$ cat src/rtl/posit_noncomp_arb_if.sv
// posit_noncomp_arb_if
// Groups the signals between two requesters, the shared noncomp unit and the
// arbiter that sits between them.
//   slave  : arbiter side (takes requests and unit results, drives issue/responses)
//   master : environment side (requesters plus the noncomp unit)
// Signal names keep the arbiter's point of view: *_i are arbiter inputs, *_o are outputs.
interface posit_noncomp_arb_if #(
    parameter int WIDTH = 32
);
    logic                         flush_i;
    logic [1:0]                   req_valid_i;
    logic [1:0]                   req_ready_o;
    logic [1:0][1:0][WIDTH-1:0]   req_operands_i;
    logic [1:0][3:0]              req_op_i;
    logic [1:0]                   req_op_mod_i;
    logic [1:0][2:0]              req_rnd_i;
    logic                         unit_valid_o;
    logic                         unit_ready_i;
    logic [1:0][WIDTH-1:0]        unit_operands_o;
    logic [3:0]                   unit_op_o;
    logic                         unit_op_mod_o;
    logic [2:0]                   unit_rnd_o;
    logic                         unit_tag_o;
    logic                         unit_flush_o;
    logic                         unit_out_valid_i;
    logic                         unit_out_ready_o;
    logic [WIDTH-1:0]             unit_result_i;
    logic [4:0]                   unit_status_i;
    logic                         unit_tag_i;
    logic [1:0]                   rsp_valid_o;
    logic [1:0]                   rsp_ready_i;
    logic [WIDTH-1:0]             rsp_result_o;
    logic [4:0]                   rsp_status_o;
    logic                         busy_o;

    modport slave (
        input  flush_i, req_valid_i, req_operands_i, req_op_i, req_op_mod_i, req_rnd_i,
               unit_ready_i, unit_out_valid_i, unit_result_i, unit_status_i, unit_tag_i,
               rsp_ready_i,
        output req_ready_o, unit_valid_o, unit_operands_o, unit_op_o, unit_op_mod_o,
               unit_rnd_o, unit_tag_o, unit_flush_o, unit_out_ready_o, rsp_valid_o,
               rsp_result_o, rsp_status_o, busy_o
    );

    modport master (
        output flush_i, req_valid_i, req_operands_i, req_op_i, req_op_mod_i, req_rnd_i,
               unit_ready_i, unit_out_valid_i, unit_result_i, unit_status_i, unit_tag_i,
               rsp_ready_i,
        input  req_ready_o, unit_valid_o, unit_operands_o, unit_op_o, unit_op_mod_o,
               unit_rnd_o, unit_tag_o, unit_flush_o, unit_out_ready_o, rsp_valid_o,
               rsp_result_o, rsp_status_o, busy_o
    );
endinterface

$ cat src/rtl/posit_noncomp_arb.sv
// posit_noncomp_arb
// Two-requester round-robin front end for a shared posit noncomp unit. One
// accepted request is parked in an issue slot and offered to the unit the
// following cycle; at most MAX_OUT operations may be in flight. Results are
// steered back to the requester named by the returned tag with no latency.
// Ports:
//   clk_i  : clock, rising edge
//   rst_i  : asynchronous active-high reset
//   bus    : posit_noncomp_arb_if.slave (request, issue, result, response, flush, busy)
//
// state | meaning
// ------+-------------------------------------------
// EMPTY | issue slot empty
// HELD  | slot full, in-flight count below MAX_OUT
// STALL | slot full, in-flight count at MAX_OUT
module posit_noncomp_arb #(
    parameter int WIDTH   = 32,
    parameter int MAX_OUT = 4
) (
    input  logic                     clk_i,
    input  logic                     rst_i,
    posit_noncomp_arb_if.slave       bus
);
    typedef enum logic [1:0] {
        EMPTY = 2'd0,
        HELD  = 2'd1,
        STALL = 2'd2
    } state_t;

    localparam logic [2:0] MAX_CNT = 3'(MAX_OUT);

    state_t                r_state;
    logic [2:0]            r_cnt;
    logic                  r_slot_tag;
    logic                  r_last_grant;
    logic [1:0][WIDTH-1:0] r_operands;
    logic [3:0]            r_op;
    logic                  r_op_mod;
    logic [2:0]            r_rnd;

    logic                  w_slot_valid;
    logic                  w_issue;
    logic                  w_retire;
    logic                  w_can_grant;
    logic                  w_sel;
    logic                  w_accept;
    logic                  w_slot_valid_nxt;
    logic [2:0]            w_cnt_nxt;

    assign w_slot_valid = (r_state != EMPTY);

    // HELD already encodes "slot full and below the in-flight limit".
    assign bus.unit_valid_o    = (r_state == HELD) && !bus.flush_i;
    assign bus.unit_operands_o = r_operands;
    assign bus.unit_op_o       = r_op;
    assign bus.unit_op_mod_o   = r_op_mod;
    assign bus.unit_rnd_o      = r_rnd;
    assign bus.unit_tag_o      = r_slot_tag;
    assign bus.unit_flush_o    = bus.flush_i;

    assign w_issue = bus.unit_valid_o && bus.unit_ready_i;

    // Response path is purely combinational, steered by the returned tag.
    assign bus.rsp_valid_o      = bus.unit_out_valid_i ? (bus.unit_tag_i ? 2'b10 : 2'b01) : 2'b00;
    assign bus.unit_out_ready_o = bus.rsp_ready_i[bus.unit_tag_i];
    assign bus.rsp_result_o     = bus.unit_result_i;
    assign bus.rsp_status_o     = bus.unit_status_i;

    // A stray result with nothing in flight must not wrap the counter.
    assign w_retire = bus.unit_out_valid_i && bus.unit_out_ready_o && (r_cnt != 3'd0);

    // Slot can take a new request when empty or when it drains this cycle.
    assign w_can_grant = !rst_i && !bus.flush_i && (!w_slot_valid || w_issue);

    // Contention goes to whoever did not win last; otherwise the sole valid requester.
    assign w_sel    = (&bus.req_valid_i) ? ~r_last_grant : ~bus.req_valid_i[0];
    assign w_accept = w_can_grant && bus.req_valid_i[w_sel];

    assign bus.req_ready_o = w_accept ? (w_sel ? 2'b10 : 2'b01) : 2'b00;

    always_comb begin
        w_cnt_nxt = r_cnt;
        if (bus.flush_i) begin
            w_cnt_nxt = 3'd0;
        end else if (w_issue && !w_retire) begin
            w_cnt_nxt = r_cnt + 3'd1;
        end else if (!w_issue && w_retire) begin
            w_cnt_nxt = r_cnt - 3'd1;
        end
    end

    assign w_slot_valid_nxt = !bus.flush_i && (w_accept || (w_slot_valid && !w_issue));

    assign bus.busy_o = w_slot_valid || (r_cnt != 3'd0);

    always_ff @(posedge clk_i or posedge rst_i) begin
        if (rst_i) begin
            r_state      <= EMPTY;
            r_cnt        <= 3'd0;
            r_slot_tag   <= 1'b0;
            r_last_grant <= 1'b1;
            r_operands   <= '0;
            r_op         <= 4'd0;
            r_op_mod     <= 1'b0;
            r_rnd        <= 3'd0;
        end else begin
            r_cnt <= w_cnt_nxt;
            if (!w_slot_valid_nxt) begin
                r_state <= EMPTY;
            end else if (w_cnt_nxt == MAX_CNT) begin
                r_state <= STALL;
            end else begin
                r_state <= HELD;
            end
            if (w_accept) begin
                r_slot_tag   <= w_sel;
                r_last_grant <= w_sel;
                r_operands   <= bus.req_operands_i[w_sel];
                r_op         <= bus.req_op_i[w_sel];
                r_op_mod     <= bus.req_op_mod_i[w_sel];
                r_rnd        <= bus.req_rnd_i[w_sel];
            end
        end
    end
endmodule

$ cat src/flat_wrapper.sv
// flat-port wrapper written by rule: the top's interface ports become plain ports
module posit_noncomp_arb_flat 
#(
    parameter int WIDTH   = 32,
    parameter int MAX_OUT = 4
)
  (clk_i, rst_i, bus_flush_i, bus_req_valid_i, bus_req_operands_i, bus_req_op_i, bus_req_op_mod_i, bus_req_rnd_i, bus_unit_ready_i, bus_unit_out_valid_i, bus_unit_result_i, bus_unit_status_i, bus_unit_tag_i, bus_rsp_ready_i, bus_req_ready_o, bus_unit_valid_o, bus_unit_operands_o, bus_unit_op_o, bus_unit_op_mod_o, bus_unit_rnd_o, bus_unit_tag_o, bus_unit_flush_o, bus_unit_out_ready_o, bus_rsp_valid_o, bus_rsp_result_o, bus_rsp_status_o, bus_busy_o);
  posit_noncomp_arb_if #(.WIDTH(WIDTH)) bus_i ();
  input  logic clk_i;
  input  logic rst_i;
  input wire logic [$bits(bus_i.flush_i)-1:0] bus_flush_i;
  input wire logic [$bits(bus_i.req_valid_i)-1:0] bus_req_valid_i;
  input wire logic [$bits(bus_i.req_operands_i)-1:0] bus_req_operands_i;
  input wire logic [$bits(bus_i.req_op_i)-1:0] bus_req_op_i;
  input wire logic [$bits(bus_i.req_op_mod_i)-1:0] bus_req_op_mod_i;
  input wire logic [$bits(bus_i.req_rnd_i)-1:0] bus_req_rnd_i;
  input wire logic [$bits(bus_i.unit_ready_i)-1:0] bus_unit_ready_i;
  input wire logic [$bits(bus_i.unit_out_valid_i)-1:0] bus_unit_out_valid_i;
  input wire logic [$bits(bus_i.unit_result_i)-1:0] bus_unit_result_i;
  input wire logic [$bits(bus_i.unit_status_i)-1:0] bus_unit_status_i;
  input wire logic [$bits(bus_i.unit_tag_i)-1:0] bus_unit_tag_i;
  input wire logic [$bits(bus_i.rsp_ready_i)-1:0] bus_rsp_ready_i;
  output wire logic [$bits(bus_i.req_ready_o)-1:0] bus_req_ready_o;
  output wire logic [$bits(bus_i.unit_valid_o)-1:0] bus_unit_valid_o;
  output wire logic [$bits(bus_i.unit_operands_o)-1:0] bus_unit_operands_o;
  output wire logic [$bits(bus_i.unit_op_o)-1:0] bus_unit_op_o;
  output wire logic [$bits(bus_i.unit_op_mod_o)-1:0] bus_unit_op_mod_o;
  output wire logic [$bits(bus_i.unit_rnd_o)-1:0] bus_unit_rnd_o;
  output wire logic [$bits(bus_i.unit_tag_o)-1:0] bus_unit_tag_o;
  output wire logic [$bits(bus_i.unit_flush_o)-1:0] bus_unit_flush_o;
  output wire logic [$bits(bus_i.unit_out_ready_o)-1:0] bus_unit_out_ready_o;
  output wire logic [$bits(bus_i.rsp_valid_o)-1:0] bus_rsp_valid_o;
  output wire logic [$bits(bus_i.rsp_result_o)-1:0] bus_rsp_result_o;
  output wire logic [$bits(bus_i.rsp_status_o)-1:0] bus_rsp_status_o;
  output wire logic [$bits(bus_i.busy_o)-1:0] bus_busy_o;
  assign bus_i.flush_i = bus_flush_i;
  assign bus_i.req_valid_i = bus_req_valid_i;
  assign bus_i.req_operands_i = bus_req_operands_i;
  assign bus_i.req_op_i = bus_req_op_i;
  assign bus_i.req_op_mod_i = bus_req_op_mod_i;
  assign bus_i.req_rnd_i = bus_req_rnd_i;
  assign bus_i.unit_ready_i = bus_unit_ready_i;
  assign bus_i.unit_out_valid_i = bus_unit_out_valid_i;
  assign bus_i.unit_result_i = bus_unit_result_i;
  assign bus_i.unit_status_i = bus_unit_status_i;
  assign bus_i.unit_tag_i = bus_unit_tag_i;
  assign bus_i.rsp_ready_i = bus_rsp_ready_i;
  assign bus_req_ready_o = bus_i.req_ready_o;
  assign bus_unit_valid_o = bus_i.unit_valid_o;
  assign bus_unit_operands_o = bus_i.unit_operands_o;
  assign bus_unit_op_o = bus_i.unit_op_o;
  assign bus_unit_op_mod_o = bus_i.unit_op_mod_o;
  assign bus_unit_rnd_o = bus_i.unit_rnd_o;
  assign bus_unit_tag_o = bus_i.unit_tag_o;
  assign bus_unit_flush_o = bus_i.unit_flush_o;
  assign bus_unit_out_ready_o = bus_i.unit_out_ready_o;
  assign bus_rsp_valid_o = bus_i.rsp_valid_o;
  assign bus_rsp_result_o = bus_i.rsp_result_o;
  assign bus_rsp_status_o = bus_i.rsp_status_o;
  assign bus_busy_o = bus_i.busy_o;
  posit_noncomp_arb #(.WIDTH(WIDTH), .MAX_OUT(MAX_OUT)) u_core (.clk_i(clk_i), .rst_i(rst_i), .bus(bus_i));
endmodule
$ cat config.mk
export PLATFORM = sky130hd
export DESIGN_NAME = posit_noncomp_arb_flat
export DESIGN_NICKNAME = d
export VERILOG_FILES = /design/src/rtl/posit_noncomp_arb_if.sv /design/src/rtl/posit_noncomp_arb.sv /design/src/flat_wrapper.sv
export SDC_FILE = /design/constraint.sdc
export NUM_CORES = 1
export LEC_CHECK = 0
export BUFFER_PORTS_ARGS = -buffer_cell sky130_fd_sc_hd__buf_2
export CAP_MARGIN = 15
export CELL_PAD_IN_SITES_DETAIL_PLACEMENT = 1
export CELL_PAD_IN_SITES_GLOBAL_PLACEMENT = 2
export CORE_AREA = 2 2 134 136
export CTS_CLUSTER_DIAMETER = 50
export DETAILED_ROUTE_END_ITERATION = 8
export DIE_AREA = 0 0 136 138
export GPL_ROUTABILITY_DRIVEN = 1
export GPL_TIMING_DRIVEN = 0
export PLACE_DENSITY = 0.81
export SYNTH_ARGS = -nofsm -noshare
export SYNTH_HDL_FRONTEND = slang
export SYNTH_SLANG_ARGS = --single-unit
$ cat constraint.sdc
create_clock -name clk_i -period 7.3 [get_ports clk_i]
set_input_delay 1.46 -clock clk_i [delete_from_list [all_inputs] [get_ports clk_i]]
set_output_delay 1.46 -clock clk_i [all_outputs]
set_load 0.01 [all_outputs]
== Word-level counts from Yosys, hierarchy flattened ==
Index checks and enable logic that the tools add are counted.
Word-level totals
  register bits: 79
  output and inout bits: 118
  logic and storage cells: 61
Operators by class
  add/subtract/negate cells: 2
  magnitude comparators: 2
  equality and inequality tests: 2
  mux-type cells: 22
  bitwise logic cells: 2
  reduce and logical (&&, ||, !) cells: 22
Operators with widths (number)
  64-bit 2-to-1 mux: 2
  3-bit 2-to-1 mux: 5
  2-bit 2-to-1 mux: 6
  1-bit logical AND: 11
  4-bit 2-to-1 mux: 2
  1-bit 2-to-1 mux: 7
  1-bit logical NOT: 5
  1-bit by 2-bit less-than comparator with 1-bit output (second input constant): 2
  3-bit by 1-bit adder with 3-bit output (second input constant): 1
  3-bit equality test (second input constant): 1
  1-bit logical OR: 3
  3-bit nonzero test: 1
  3-bit by 1-bit subtractor with 3-bit output (second input constant): 1
  2-bit by 1-bit equality test with 1-bit output (second input constant): 1
  1-bit NOT: 2
  2-bit AND reduction: 1
  2-bit nonzero test: 1

== Depth between registers and ports, before layout ==
Gate-level depths: netlist (run 1).
  depth in word-level cells: 11
  gate-level depth with buffers: 7

== Worst setup path after synthesis (run 1) ==
No wires, ideal clock.
  path kind: input to register
  from: input port rst_i
  to: register u_core.r_state[1]
  setup time: 0.080 ns
  arrival: 3.789 ns
  slack: 3.431 ns
  stages on the path: 4
  path buffers: 0
  cells stage by stage: inv_1 -> o21ai_0 -> a21o_2 -> nor3b_2
On the way
  longest elaborated chain between the ends: 7
RTL lines
  from (decl): line flat_wrapper.sv:10  | input logic rst_i;
  1-bit logical NOT: line posit_noncomp_arb.sv:73  | assign w_can_grant = !rst_i && !bus.flush_i && (!w_slot_valid || w_issue);
  1-bit logical AND (2 in a row): line posit_noncomp_arb.sv:73
  1-bit logical AND: line posit_noncomp_arb.sv:77  | assign w_accept = w_can_grant && bus.req_valid_i[w_sel];
  1-bit logical OR: line posit_noncomp_arb.sv:92  | assign w_slot_valid_nxt = !bus.flush_i && (w_accept || (w_slot_valid && !w_issue));
  1-bit logical AND: line posit_noncomp_arb.sv:92
  2-bit 2-to-1 mux: line posit_noncomp_arb.sv:108  | if (!w_slot_valid_nxt) begin
  to (signal assigned): line posit_noncomp_arb.sv:109  | r_state <= EMPTY;
  to (signal assigned): line posit_noncomp_arb.sv:111  | r_state <= STALL;
  to (signal assigned): line posit_noncomp_arb.sv:113  | r_state <= HELD;
  to (decl): line posit_noncomp_arb.sv:32  | state_t r_state;
Every way passes these cells.
A chain may end at the register's enable or synchronous reset.

== Worst setup path in the final report (run 1) ==
  from: input port bus_unit_ready_i
  to: output port bus_req_ready_o[0]
On the way
  longest elaborated chain between the ends: 5
RTL lines
  from (decl): line flat_wrapper.sv:17  | input wire logic [$bits(bus_i.unit_ready_i)-1:0] bus_unit_ready_i;
  1-bit logical AND: line posit_noncomp_arb.sv:61  | assign w_issue = bus.unit_valid_o && bus.unit_ready_i;
  1-bit logical OR: line posit_noncomp_arb.sv:73
  1-bit logical AND: line posit_noncomp_arb.sv:73
  1-bit logical AND: line posit_noncomp_arb.sv:77
  2-bit 2-to-1 mux: line posit_noncomp_arb.sv:79  | assign bus.req_ready_o = w_accept ? (w_sel ? 2'b10 : 2'b01) : 2'b00;
  to (decl): line flat_wrapper.sv:23  | output wire logic [$bits(bus_i.req_ready_o)-1:0] bus_req_ready_o;
Every way passes these cells.

==> results of run 1 <==
## Yosys cell counts, types with 2 or more instances
cell,n,area (um2)
inv_1,77,289
and3_1,2,12.5
a222oi_1,72,721
dfrtp_1,78,1950
clkbuf_1,6,22.5
nor2_1,3,11.3
nand2_1,8,30.0
ha_1,3,37.5
xnor2_1,2,17.5
a21oi_1,4,20.0
buf_4,38,285
or3_1,2,12.5
buf_2,18,90.1
## report_power, final
group	internal (mW)	switching (mW)	total, mW
Combinational	0.197	0.214	0.411
Sequential	0.535	0.0581	0.593
Clock	0.229	0.173	0.402
## routing by layer
metal | track usage | up-vias | share of wire
li1 | - | 1763 | -
met1 | 0.164 | 1944 | 0.36
met2 | 0.302 | 172 | 0.55
met3 | 0.0348 | 15 | 0.071
met4 | 0.0488 | 0 | 0.017
met5 | 0 | - | 0
## logic make-up after synthesis
| family | synth area share |
|---|---|
| xor gates and xnor gates | 0.0114 |
| muxes | 0.00971 |
| buffers and inverters | 0.184 |
| DFF | 0.530 |
| adders and majority gates | 0.0101 |
| AOI/OAI and AO/OA | 0.211 |
| and+or+nand+nor | 0.0439 |
## critical path, stage by stage
cell     delay [ps]
buf_2           100
and2b_1         190
nor4_2          250
and3_1          270
buf_2           320
buf_2           320
buf_2           180
## area by class of cell
type	count	area share
clock buffers	10	0.0404
well taps	229	0.0505
multi-input cells	117	0.189
plain buffers	62	0.0702
clock inverters	5	0.00618
flip-flops and latches	79	0.349
inverters	77	0.0514
repair buffers	272	0.244
## registers in the layout, summed over array words and instances, names as in the netlist
register / cells
u_core.bus.unit_operands_o: 64
u_core.bus.unit_op_o: 4
u_core.bus.unit_rnd_o: 3
u_core.r_cnt: 3
u_core.r_state: 2
u_core.bus.unit_op_mod_o: 1
u_core.bus.unit_tag_o: 1
u_core.r_last_grant: 1
## stage by stage
step | setup slack (ps) | instance area (um2) | hold WS (ps) | instances
floorplan | 3430 | 3730 | 462 | 335
global placement | 2560 | 5380 | 471 | 835
detailed placement | 2700 | 5410 | 476 | 836
CTS | 2690 | 5670 | 490 | 851
global route | 2580 | 5670 | 516 | 851
finish | 2740 | 5670 | 486 | 851
## how the worst max path moves through the flow
stage | startpoint | end | slack, ps | cells after the start
final | bus_unit_ready_i | bus_req_ready_o[0] | 2740 | 7
after global routing | bus_unit_ready_i | bus_req_ready_o[0] | 2580 | 7
after CTS | bus_unit_ready_i | bus_req_ready_o[0] | 2690 | 7
after detailed placement | bus_unit_ready_i | bus_req_ready_o[0] | 2700 | 7
after global placement | rst_i | u_core.r_state[1]$_DFF_PP0_ | 2560 | 5
after floorplan | rst_i | u_core.r_state[1]$_DFF_PP0_ | 3430 | 4
==> results.cfg, run 1 <==
[run_status]
run_status = finished, final reports clean

[floorplan]
die_w_um = 136
fp.coreArea_um2 = 17500
placementRows = 49
die_height_um = 138
dieArea_um2 = 18800
start_util = 0.213
ios = 309

[yosys]
netlist_area_um2 = 3730
syn_inst = 335
synth_seq_cells = 79
syn_nets = 529
async_flop_share = 1.00
synth_ff_type = dfrtp_1
avgSynthCellArea_um2 = 11.1
synth_edf_count = 0
synth_warnings = 0
yosys.cell_types.count = 35
seq_area_frac_synth = 0.530

[cells_and_area]
multi_input_area_um2 = 1070
mostFrequentLayoutCell = buf_2
area_growth_syn_to_layout_pct = 51.9
fill_cells = 2099
diodes = 0
final_core_util = 0.323
final_nets = 812
seq_area_um2 = 1980
layout_common_cells = 289 x buf_2, 78 x dfrtp_1, 76 x inv_1
drive_above_1_share = 0.568

[global_route]
grt_max_degree = 64
track_usage = 0.156
grt_pass1_vias = 4203
grt_overflow = 0
antenna_found_initial = 0
grt_pass1_wl_um = 22600

[placed_design]
io_buffers = 271
gp_congestion = 0.733
post-dp-hpwl_um = 12100

[route]
wl_per_cell_um = 17.5
via_count = 3894
vias_per_cell = 4.58
drc = 0
routed_wl_um = 14900
ant_nets = 0
drtIter0Drc = 362
dr.pass1.iters = 8

[timing]
period_minus_slack_ps = 4560
setup_tns_ps = 0
max_freq_mhz = 219
fin_skew_ps = 6.87
finalHoldViolCount = 0
setup_violations = 0
worstMarginPinSlew_ps = 636
rsz0062_at_grt = no
period_share = 0.624
relSlewSlack = 0.576
drv_slew = 0

[cts]
post_cts_buffers = 0
clkTransAtPathRegs_ps = 50
cts.sinks = 79
numCtsBuffers = 9
clockBufferDepth = 2
cts_resized = 0
insertion_delay_ps = 330
root_buffer = clkbuf_16
postCtsHoldBufs = 0
cts_tree = built
ctsHtreeMaxLevel = 3

[power]
p_total_mw = 1.41
ir_drop_v = 0.0000994
powerDensity_nw_per_um2 = 248
p_leak_nw = 3.36

[critical_path]
r2r_slack_ps = 5210
reg2reg_from = u_core.r_state[0]$_DFF_PP0_
required_ps = 5840
crit_type = in2out
crit_arrival_ps = 3100
worst_setup_path_start_kind = input port
rr_worst_depth = 7
crit_fanout = 10
timing.rr.end = u_core.bus.unit_operands_o[2]$_DFFE_PP0P_
end_kind = output port

[flow_run]
drv_cap = 0

[hold_path]
holdCritStartpoint = u_core.bus.unit_operands_o[59]$_DFFE_PP0P_
holdPathStages = 2
whs_endpoint = u_core.bus.unit_operands_o[59]$_DFFE_PP0P_
hold_path.class = reg2reg
(Power assumes the default switching activity.)
==> run 2: changes to the inputs <==
--- a/config.mk
+++ b/config.mk
@@ -9,13 +9,13 @@
 export CAP_MARGIN = 15
 export CELL_PAD_IN_SITES_DETAIL_PLACEMENT = 1
 export CELL_PAD_IN_SITES_GLOBAL_PLACEMENT = 2
-export CORE_AREA = 2 2 134 136
+export CORE_AREA = 2 2 144 146
 export CTS_CLUSTER_DIAMETER = 50
 export DETAILED_ROUTE_END_ITERATION = 8
-export DIE_AREA = 0 0 136 138
+export DIE_AREA = 0 0 146 148
 export GPL_ROUTABILITY_DRIVEN = 1
 export GPL_TIMING_DRIVEN = 0
-export PLACE_DENSITY = 0.81
+export PLACE_DENSITY = 0.74
 export SYNTH_ARGS = -nofsm -noshare
 export SYNTH_HDL_FRONTEND = slang
 export SYNTH_SLANG_ARGS = --single-unit
==> constraint.sdc (replaced) <==
create_clock -name clk_i -period 4.1 [get_ports clk_i]
set_input_delay 0.82 -clock clk_i [delete_from_list [all_inputs] [get_ports clk_i]]
set_output_delay 0.82 -clock clk_i [all_outputs]
set_load 0.01 [all_outputs]
==> results.cfg, run 2 (same netlist as run 1, synthesis figures left out) <==
[power]
powerDensity_nw_per_um2 = 454
ir_drop_v = 0.000156
p_total_mw = 2.63
p_leak_nw = 3.38

[cts]
ctsHtreeMaxLevel = 3
clkTransAtPathRegs_ps = 60
numCtsBuffers = 9
cts_tree = built
cts_resized = 0
insertion_delay_ps = 340
cts.sinks = 79
clockBufferDepth = 2
postCtsHoldBufs = 0
root_buffer = clkbuf_16
post_cts_buffers = 0

[global_route]
grt_max_degree = 47
grt_pass1_wl_um = 22300
antenna_found_initial = 0
track_usage = 0.133
grt_overflow = 0
grt_pass1_vias = 3884

[timing]
finalHoldViolCount = 0
fin_skew_ps = 6.31
drv_slew = 0
worstMarginPinSlew_ps = 584
period_share = 0.790
relSlewSlack = 0.611
fin_ws_ps = 862
period_minus_slack_ps = 3240
setup_violations = 0
max_freq_mhz = 309
rsz0062_at_grt = no

[cells_and_area]
mostFrequentLayoutCell = buf_2
drive_above_1_share = 0.570
largest_reg_flops = 64
layout_common_cells = 289 x buf_2, 78 x dfrtp_1, 76 x inv_1
fill_cells = 2413
area_growth_syn_to_layout_pct = 54.7
final_nets = 812

[flow_run]
drv_cap = 0

[placed_design]
io_buffers = 271
post-dp-hpwl_um = 11600
dp_slack_ps = 768
gp_congestion = 0.726

[route]
dr.pass1.iters = 9
drtIter0Drc = 367
routed_wl_um = 14900
drc = 0
ant_nets = 0
vias_per_cell = 4.30
wl_per_cell_um = 16.6
via_count = 3844

[hold_path]
hold_path.class = reg2reg

[floorplan]
ios = 309
die_height_um = 148
placementRows = 52
fp.coreArea_um2 = 20000
dieArea_um2 = 21600
die_w_um = 146
start_util = 0.186

[critical_path]
crit_type = in2out
crit_fanout = 10
crit_path_top_delay_cell = nor4_2
crit_arrival_ps = 2420
path_cells = buf_2 > nor4_2 > and3_1 > buf_2 > buf_2 > buf_2
critPathBufInv = 4
worst_setup_path_start_kind = input port
required_ps = 3280
cpPeakStageDelay_ps = 330
path_delay_family = buffers and inverters
end_kind = output port
cpMostUsedCell = buf_2

[run_status]
run_status = finished, final reports clean
run 2: final cells by class:
cell class	count	area (um2)	area share
Timing Repair Buffer	272	1380	0.239
Buffer	62	398	0.0688
Antenna cell	1	2.50	0.000433
Multi-Input combinational cell	117	1070	0.185
Inverter	77	292	0.0504
Clock inverter	4	51.3	0.00888
Clock buffer	12	267	0.0461
Sequential cell	79	1980	0.342
Tap cell	270	338	0.0585
run 2: final timing paths:
check                                                                 from                                          to  slack [ps]  cells after the start
worst max-delay path                                           bus_flush_i                          bus_req_ready_o[0]         860                      6
worst min-delay path            u_core.bus.unit_operands_o[54]$_DFFE_PP0P_  u_core.bus.unit_operands_o[54]$_DFFE_PP0P_         490                      2
worst max register to register                 u_core.r_state[0]$_DFF_PP0_  u_core.bus.unit_operands_o[15]$_DFFE_PP0P_        2120                      7
worst min register to register  u_core.bus.unit_operands_o[54]$_DFFE_PP0P_  u_core.bus.unit_operands_o[54]$_DFFE_PP0P_         490                      2
max in group asynchronous                                            rst_i             u_core.r_last_grant$_DFFE_PP1P_        2940                      3
min in group asynchronous                                            rst_i  u_core.bus.unit_operands_o[11]$_DFFE_PP0P_         520                      2
run 2: stage by stage:
step / hold slack [ps] / setup TNS (ps) / utilization / instances / cell area (um2)
final: 486 / 0 / 0.288 / 894 / 5780
after global routing: 507 / 0 / 0.288 / 893 / 5780
after CTS: 488 / 0 / 0.288 / 893 / 5780
after detailed placement: 472 / 0 / 0.272 / 877 / 5460
after global placement: 468 / -7270 / 0.271 / 876 / 5430
after floorplan: 462 / 0 / - / 335 / 3730
run 2: worst register-to-register path: stages (launching register included):
cell and delay, ps:
dfrtp_1 410, and2b_1 190, nor4_2 210, and3_1 270, buf_2 300, buf_2 320, a222oi_1 110, inv_1 100
run 2: where the power goes:
part | leakage (nW) | switching (mW) | total, mW | internal (mW)
Clock | 0.155 | 0.328 | 0.851 | 0.523
Sequential | 0.986 | 0.0988 | 1.05 | 0.953
Combinational | 2.24 | 0.374 | 0.723 | 0.350
Total | 3.38 | 0.800 | 2.63 | 1.83
run 2: per-layer routing:
layer,vias to the layer above,GRT usage,share of wire
met5,-,0,0
met4,0,0.0296,0.011
met3,15,0.0457,0.090
met2,209,0.233,0.50
met1,1854,0.158,0.40
li1,1766,-,-
